`src/rtl/mem_bus_arbiter.sv`:
```
// Two-requester (I-cache / D-cache) front end for the shared memory bus, with load-tag ownership tracking.
// Conflicts go to the D-cache by fixed priority; define MEM_ARB_RR_EN for round-robin arbitration instead.
module mem_bus_arbiter #(
    parameter int TAG_NUM = 16,
    parameter int ADDR_W  = 64,
    parameter int DATA_W  = 64
) (
    input  logic              clk,
    input  logic              rst,
    input  logic [1:0]        ic_cmd_i,
    input  logic [ADDR_W-1:0] ic_addr_i,
    output logic [3:0]        ic_rsp_o,
    output logic [DATA_W-1:0] ic_data_o,
    output logic [3:0]        ic_tag_o,
    input  logic [1:0]        dc_cmd_i,
    input  logic [ADDR_W-1:0] dc_addr_i,
    input  logic [DATA_W-1:0] dc_data_i,
    output logic [3:0]        dc_rsp_o,
    output logic [DATA_W-1:0] dc_data_o,
    output logic [3:0]        dc_tag_o,
    input  logic [3:0]        mem2proc_response_i,
    input  logic [DATA_W-1:0] mem2proc_data_i,
    input  logic [3:0]        mem2proc_tag_i,
    output logic [1:0]        proc2mem_command_o,
    output logic [ADDR_W-1:0] proc2mem_addr_o,
    output logic [DATA_W-1:0] proc2mem_data_o,
    output logic [4:0]        outstanding_cnt_o,
    output logic              arb_error_o
);

    typedef enum logic [1:0] {
        BUS_NONE  = 2'h0,
        BUS_LOAD  = 2'h1,
        BUS_STORE = 2'h2
    } bus_cmd_e;

    typedef enum logic {
        OWNER_IC = 1'b0,
        OWNER_DC = 1'b1
    } owner_e;

    logic [TAG_NUM-1:0] valid_q;
    owner_e             owner_q [TAG_NUM];
    logic [4:0]         cnt_q;
    logic               err_q;

    logic ic_req, dc_req;
    logic grant_ic, grant_dc;
    logic accepted, alloc, alloc_inc, grant_clash;
    logic ret_hit, ret_miss;
    owner_e winner;

`ifdef MEM_ARB_RR_EN
    owner_e last_grant_q;
`endif

    // An I-cache store is illegal and is dropped here rather than forwarded.
    always_comb begin
        ic_req = (ic_cmd_i == BUS_LOAD);
        dc_req = (dc_cmd_i == BUS_LOAD) || (dc_cmd_i == BUS_STORE);
`ifdef MEM_ARB_RR_EN
        if (ic_req && dc_req) begin
            grant_dc = (last_grant_q == OWNER_IC);
        end else begin
            grant_dc = dc_req;
        end
`else
        grant_dc = dc_req;
`endif
        grant_ic = ic_req && !grant_dc;
        winner   = grant_dc ? OWNER_DC : OWNER_IC;
    end

    // NOTE: every signal gets a default first so no path through the block leaves it unassigned (no latch).
    always_comb begin
        proc2mem_command_o = BUS_NONE;
        proc2mem_addr_o    = '0;
        proc2mem_data_o    = '0;
        ic_rsp_o           = '0;
        dc_rsp_o           = '0;
        if (grant_dc) begin
            proc2mem_command_o = dc_cmd_i;
            proc2mem_addr_o    = dc_addr_i;
            proc2mem_data_o    = dc_data_i;
            dc_rsp_o           = mem2proc_response_i;
        end else if (grant_ic) begin
            proc2mem_command_o = BUS_LOAD;
            proc2mem_addr_o    = ic_addr_i;
            ic_rsp_o           = mem2proc_response_i;
        end
    end

    always_comb begin
        accepted    = (grant_ic || grant_dc) && (mem2proc_response_i != 4'd0);
        alloc       = accepted && (proc2mem_command_o == BUS_LOAD);
        ret_hit     = (mem2proc_tag_i != 4'd0) && valid_q[mem2proc_tag_i];
        ret_miss    = (mem2proc_tag_i != 4'd0) && !valid_q[mem2proc_tag_i];
        // A tag freed by this cycle's return may legally be handed out again at once.
        grant_clash = accepted && valid_q[mem2proc_response_i] &&
                      !(ret_hit && (mem2proc_tag_i == mem2proc_response_i));
        alloc_inc   = alloc && (!valid_q[mem2proc_response_i] ||
                                (ret_hit && (mem2proc_tag_i == mem2proc_response_i)));
    end

    always_comb begin
        ic_tag_o  = '0;
        ic_data_o = '0;
        dc_tag_o  = '0;
        dc_data_o = '0;
        if (ret_hit) begin
            if (owner_q[mem2proc_tag_i] == OWNER_DC) begin
                dc_tag_o  = mem2proc_tag_i;
                dc_data_o = mem2proc_data_i;
            end else begin
                ic_tag_o  = mem2proc_tag_i;
                ic_data_o = mem2proc_data_i;
            end
        end
    end

    // NOTE: state registers use non-blocking assignments so every flop samples pre-edge values.
    always_ff @(posedge clk) begin
        if (rst) begin
            valid_q <= '0;
            cnt_q   <= '0;
            err_q   <= 1'b0;
        end else begin
            if (ret_hit) begin
                valid_q[mem2proc_tag_i] <= 1'b0;
            end
            // Later assignment wins, so a same-cycle re-grant keeps the entry valid.
            if (alloc) begin
                valid_q[mem2proc_response_i] <= 1'b1;
            end
            cnt_q <= cnt_q + 5'(alloc_inc) - 5'(ret_hit);
            if (ret_miss || grant_clash || (ic_cmd_i == BUS_STORE)) begin
                err_q <= 1'b1;
            end
        end
    end

    // NOTE: owner bits are meaningless while valid is clear, so this storage is deliberately not reset.
    always_ff @(posedge clk) begin
        if (alloc) begin
            owner_q[mem2proc_response_i] <= winner;
        end
    end

`ifdef MEM_ARB_RR_EN
    always_ff @(posedge clk) begin
        if (rst) begin
            last_grant_q <= OWNER_IC;
        end else if (accepted) begin
            last_grant_q <= winner;
        end
    end
`endif

    assign outstanding_cnt_o = cnt_q;
    assign arb_error_o       = err_q;

endmodule

```
`config.mk`:
```
export PLATFORM = sky130hd
export DESIGN_NAME = mem_bus_arbiter
export DESIGN_NICKNAME = d
export VERILOG_FILES = /design/src/rtl/mem_bus_arbiter.sv
export SDC_FILE = /design/constraint.sdc
export NUM_CORES = 1
export LEC_CHECK = 0
export CORE_AREA = 2 2 214 216
export CTS_BUF_LIST = sky130_fd_sc_hd__clkbuf_16
export CTS_CLUSTER_SIZE = 25
export DETAILED_ROUTE_END_ITERATION = 8
export DIE_AREA = 0 0 216 218
export SLEW_MARGIN = 20
export SYNTH_ARGS = -nofsm -noshare
export SYNTH_HDL_FRONTEND = slang
export SYNTH_SLANG_ARGS = --single-unit
```
`constraint.sdc`:
```
create_clock -name clk -period 5.25 [get_ports clk]
set_clock_uncertainty 0.2 [all_clocks]
set_input_delay 1.575 -clock clk [delete_from_list [all_inputs] [get_ports clk]]
set_output_delay 1.575 -clock clk [all_outputs]
set_load 0.01 [all_outputs]
```
======== Word-level counts from Yosys, hierarchy flattened ========
Memory sizes are Yosys's and may differ from the RTL's.
Cells that the tools add are included.
word-level totals
  bits in registers ....................... 22
  bits in writable memories ............... 16
  input bits .............................. 270
  output and inout bits ................... 280
  memories ................................ 1
memories
  name     words  width  rd ports  clocked after memory_dff  wr ports  line  text
  owner_q  16     1      1         0                         1         43    owner_e owner_q [TAG_NUM];
operators by class
  $add $sub $neg .......................... 2
  $lt $le $gt $ge ......................... 4
  eq/ne operators ......................... 6
  muxes and demuxes ....................... 30
  bitwise operators ....................... 3
  reduce and logical (&&, ||, !) cells .... 22
operators with widths
  cell                  count
  $mux W64              7
  $mux W16              3
  $mux W4               7
  $and A16 B16 Y16      1
  $not A16 Y16          1
  $or A16 B16 Y16       1
  $logic_and A1 B1 Y1   11
  $lt A4 B5 Y1 const B  2
  $bmux W1 S4           2
  $demux W1 S4          2
  $ge A4 B1 Y1 const B  2
  $mux W1               8
  $reduce_bool A4 Y1    2
  $eq A2 B1 Y1 const B  3
  $add A5 B1 Y5         1
  $logic_or A1 B1 Y1    5
  $sub A5 B1 Y5         1
  $eq A2 B2 Y1 const B  2
  $eq A4 B4 Y1          1
  $logic_not A1 Y1      4
  $mux W2               1

======== Longest topological paths before layout ========
Gate-level depths: netlist (run 1).
  word-level depth ........................ 11
  depth in mapped cells ................... 18
  gate-level depth less buffers ........... 16

======== Worst setup path after synthesis (run 1) ========
Ideal clock, no wire load.
  kind .................................... input-to-output
  from .................................... input mem2proc_tag_i[0]
  to ...................................... output ic_data_o[23]
  arrival time ............................ 3343 ps
  data required time ...................... 3475 ps
  path slack .............................. 132 ps
  cell stages on the path ................. 7
  path buffers ............................ 3
  cell sequence ........................... buf_6 mux4_2 mux4_2 nor3_4 buf_6 buf_6 and2_1
between the ends
  longest elaborated chain between the ends .. 4
  elaborated cells between the ends (all ways) .. 7
  those cells by class .................... mux: 4; reduce/logical: 2; memory: 1
ends and longest elaborated chain
  what                           line  text
  start, declared                23    input logic [3:0] mem2proc_tag_i,
  $bmux W1 S4                    96    ret_hit = (mem2proc_tag_i != 4'd0) && valid_q[mem2proc_tag_i];
  $mux W1 (implied by the code)  96
  $logic_and A1 B1 Y1            96
  $mux W64 *                     110   if (ret_hit) begin
  end, declared                  13    output logic [DATA_W-1:0] ic_data_o,
Every way passes the cells marked *; elsewhere a longest branch is shown, timed or not. The select of a mux whose other input is x is not followed.

======== Worst setup path in the final report (run 1) ========
  from .................................... input mem2proc_tag_i[0]
  to ...................................... output dc_data_o[47]
between the ends
  longest elaborated chain between the ends .. 4
  elaborated cells between the ends (all ways) .. 7
  those cells by class .................... mux: 4; reduce/logical: 2; memory: 1
ends and longest elaborated chain
  what                           line  text
  $bmux W1 S4                    96
  $mux W1 (implied by the code)  96
  $logic_and A1 B1 Y1            96
  $mux W64 *                     110
  end, declared                  19    output logic [DATA_W-1:0] dc_data_o,
Marked as above.

==> run_results.csv, run 1 <==
group,metric,value,unit
placed_design,gp_congestion,0.910,
synthesis,post-synth-top-area-cell,"sky130_fd_sc_hd__and2_1",
synthesis,synth.top_cells.by_count,"135 x sky130_fd_sc_hd__and2_1, 75 x sky130_fd_sc_hd__nor2b_1, 64 x sky130_fd_sc_hd__a22o_1, 28 x sky130_fd_sc_hd__clkbuf_1, 24 x sky130_fd_sc_hd__inv_1",
layout,n_fill_cell,4719,
clock_tree,cts-buffers-inserted,5,
setup_path,worst_ep_arrival_time,3760,ps
clock_tree,clk_transition_reported_paths,60,ps
synthesis,synth-compound-area-share,19.8,%
synthesis,synthesis.instances,524,
setup_path,crit_required,3480,ps
power_and_ir_drop,ir_drop,147,µV
sta,max_slew.worst_pin.slew,985,ps
run_status,failed_checks,"negative setup slack",
synthesis,synth_cell_type_count,42,
grt,pin_count_of_the_biggest_net_entering_global_routing,52,
sta,final_max_slew_viol_count,0,
layout,drive_above_1_share,35.2,%
synthesis,synth_fa_ha_area_share,2.25,%
power_and_ir_drop,powerDensity,160,nW/µm²
detailed_routing,drt_drc_violations_left,0,
detailed_routing,detailroute.via_count,6493,
power_and_ir_drop,pwr_total,0.00199,W
setup_path,path_buf_inv,7,
grt,first_global_vias,6313,
clock_tree,clock_path_buffers,2,
setup_path,critical_path.startpoint_type,"input pin",
floorplan,start_util,9.42,%
placed_design,numPlacedInstances,1675,
synthesis,syn_nets,801,
sta,part_of_the_cycle_the_worst_path_needs,105,%
synthesis,async_flop_share,0,%
hold_path,worstHoldPathType,"register to register",
setup_path,worstPathMaxFanout,8,
grt,track_usage,13.3,%
placed_design,port_buffers,549,
detailed_routing,drt-total-wl,36300,µm
detailed_routing,dr.pass1.iters,4,
sta,final_hold_viol_count,0,
clock_tree,root_driver,"sky130_fd_sc_hd__clkbuf_16",
layout,final_util,27.7,%
synthesis,biggest_area_contributors_in_the_synthesized_netlist,"sky130_fd_sc_hd__and2_1 20%, sky130_fd_sc_hd__a22o_1 13%, sky130_fd_sc_hd__edfxtp_1 11%",
setup_path,cp_slowest_stage_delay,510,ps
layout,post_layout_nonfiller_instances,1733,
clock_tree,ctsHtreeMaxLevel,2,
clock_tree,hold_buffers,0,
sta,final.min_clock_period,5530,ps
placed_design,post-place-ws,-1090,ps
setup_path,crit_top_cell,"sky130_fd_sc_hd__buf_6",
setup_path,critical-path-slowest-cell,"sky130_fd_sc_hd__mux4_2",
synthesis,synth_area_per_cell,8.07,µm²
grt,global_route.overflow_total,0,
grt,number_of_antenna_violations_at_the_first_check_in_global_routing,12,
floorplan,floorplan.core_area,44900,µm²
setup_path,critPathKind,"input pin to output port",
run_status,status,"complete, but fails checks",
grt,grt_pass1_wl,45400,µm
floorplan,chipWidth,216,µm
synthesis,synth.top_cell.area_share,20.0,%
sta,unrepaired_setup_endpoints_after_global_routing,"true",
sta,count_of_final_setup_violators,130,
setup_path,crit_path_cell_trace,"buf_12 > mux4_2 > mux4_2 > buf_6 > nor3b_4 > buf_6 > buf_4 > buf_6 > buf_12 > and2_4 > buf_6",
synthesis,syn-cell-area,4230,µm²
detailed_routing,drtIter0Drc,184,
sta,slew-limit-headroom,34.2,%
detailed_routing,antenna_left,0,
clock_tree,clock_sink_count,38,
clock_tree,clk_latency,280,ps
floorplan,standard_cell_row_count,78,
power_and_ir_drop,power.leakage,6.82,nW
synthesis,edff_count_synth,16,
synthesis,synthMostInstantiatedCell,"sky130_fd_sc_hd__and2_1",
floorplan,die_y,218,µm
flow_run,max_cap_viol_count,0,
detailed_routing,via_per_inst,3.75,
clock_tree,tritoncts,"yes",
detailed_routing,drt-wirelength-per-cell,20.9,µm
setup_path,gate_family_responsible_for_the_most_delay_along_the_worst_path,"multiplexers",
floorplan,top_level_ports,550,
synthesis,combinational_family_with_the_most_area_after_synthesis,"simple AND/OR/NAND/NOR gates",
synthesis,synth_xor_area_share,1.66,%
synthesis,synth_seq_area_share,21.8,%
synthesis,yosys-mux-area-fraction,6.75,%
setup_path,setup.worst_path.end_class,"output port",
sta,max_freq,181,MHz
synthesis,synth_simple_gate_area_share,39.0,%
layout,area_growth_syn_to_layout,195,%
synthesis,yosys_most_used_dff,"sky130_fd_sc_hd__dfxtp_1",
floorplan,floorplan.die_area,47100,µm²
layout,nets,1406,
synthesis,synthesis.yosys.warnings,0,
synthesis,synth-seq-cells,38,
placed_design,hpwlAfterDp,28000,µm
sta,worst_slack,-283,ps
-- state kept, by name, indices dropped and copies added (netlist names) --
name / count
arb_error_o: 1
outstanding_cnt_o: 5
owner_q: 16
valid_q: 16
-- worst paths after layout --
check / start / endpoint / slack (ps) / cells past startpoint
hold reg to reg: valid_q[6] / valid_q[6] / 290 / 2
hold / removal: valid_q[6] / valid_q[6] / 290 / 2
setup reg to reg: valid_q[0] / outstanding_cnt_o[4] / 1600 / 17
setup / recovery: mem2proc_tag_i[0] / dc_data_o[47] / -280 / 11
-- cells in the final DEF, fill, tap and decap left out, types with 15 or more instances in the layout --
master and instances:
sky130_fd_sc_hd__a22o_1 64, sky130_fd_sc_hd__buf_4 44, sky130_fd_sc_hd__buf_6 131, sky130_fd_sc_hd__nor2_1 15, sky130_fd_sc_hd__a21oi_1 19, sky130_fd_sc_hd__buf_12 19, sky130_fd_sc_hd__clkdlybuf4s50_1 272, sky130_fd_sc_hd__edfxtp_1 16
sky130_fd_sc_hd__and2_4 118, sky130_fd_sc_hd__dlymetal6s2s_1 132, sky130_fd_sc_hd__nor2b_1 71, sky130_fd_sc_hd__dfxtp_1 22, sky130_fd_sc_hd__and2_1 17, sky130_fd_sc_hd__clkbuf_16 16, sky130_fd_sc_hd__inv_1 23
-- worst register-to-register path, delay by kind of cell, from the launching register on --
family | cells | cell delay, ps
buf+inv | 4 | 360
xor+xnor | 1 | 160
flops | 1 | 380
fa+ha+maj | 3 | 900
compound gates | 6 | 1210
mux | 1 | 100
simple gates | 2 | 190
-- power by group --
part | total (W) | internal, W | switching, W
Sequential | 0.000345 | 0.000330 | 0.0000152
Clock | 0.000402 | 0.000273 | 0.000129
Combinational | 0.00124 | 0.000736 | 0.000503
-- timing repair --
| action | in CTS | in global routing |
|---|---|---|
| buffers inserted | 16 | 16 |
| cloned | 7 | 14 |
| endpoints found under the setup margin | 265 | 270 |
| endpoints found under the hold margin | 0 | 0 |
| pin swaps | 48 | 51 |
| gates resized for setup | 510 | 473 |
-- cell type report --
class,instances,area (µm²),area share [%]
repair buffers,645,7200,57.8
inverters,24,92.6,0.743
multi-input cells,415,3290,26.4
clock buffers,5,125,1.00
clock inverters,3,68.8,0.552
well taps,600,751,6.03
flip-flops and latches,38,921,7.39
diodes,3,7.51,0.0603
-- through the flow --
stage / instance area (µm²) / TNS, ps / hold slack, ps
detailed placement: 10700 / -164740 / 278
global placement: 10700 / -160480 / 270
floorplan: 4230 / 0 / 253
CTS: 11000 / -63420 / 287
global route: 12400 / -35140 / 309
finish: 12500 / -22230 / 293
-- layer usage --
| layer | GRT usage (%) | vias up | wire, µm | share of wire [%] |
|---|---|---|---|---|
| li1 | - | 3008 | - | - |
| met1 | 13.8 | 3022 | 13000 | 36 |
| met2 | 26.2 | 392 | 19000 | 52 |
| met3 | 4.11 | 59 | 3070 | 8.5 |
| met4 | 2.85 | 12 | 1090 | 3.0 |
| met5 | 0 | - | 80 | 0.22 |
-- logic make-up after synthesis --
group	after synthesis
flip-flops	38
AO/OA/AOI/OAI	110
other	1
buffers and inverters	71
AND/OR/NAND/NOR	272
XOR/XNOR	8
adder cells (fa/ha/maj)	7
multiplexers	17
No activity file was read; power rests on OpenSTA's default activity.
==> inputs of run 2 (changes only) <==
--- a/config.mk
+++ b/config.mk
@@ -6,7 +6,6 @@
 export NUM_CORES = 1
 export LEC_CHECK = 0
 export CORE_AREA = 2 2 214 216
-export CTS_BUF_LIST = sky130_fd_sc_hd__clkbuf_16
 export CTS_CLUSTER_SIZE = 25
 export DETAILED_ROUTE_END_ITERATION = 8
 export DIE_AREA = 0 0 216 218
==> results of run 2 <==
No change in the layout: final DEF, timing and power equal those of run 1.
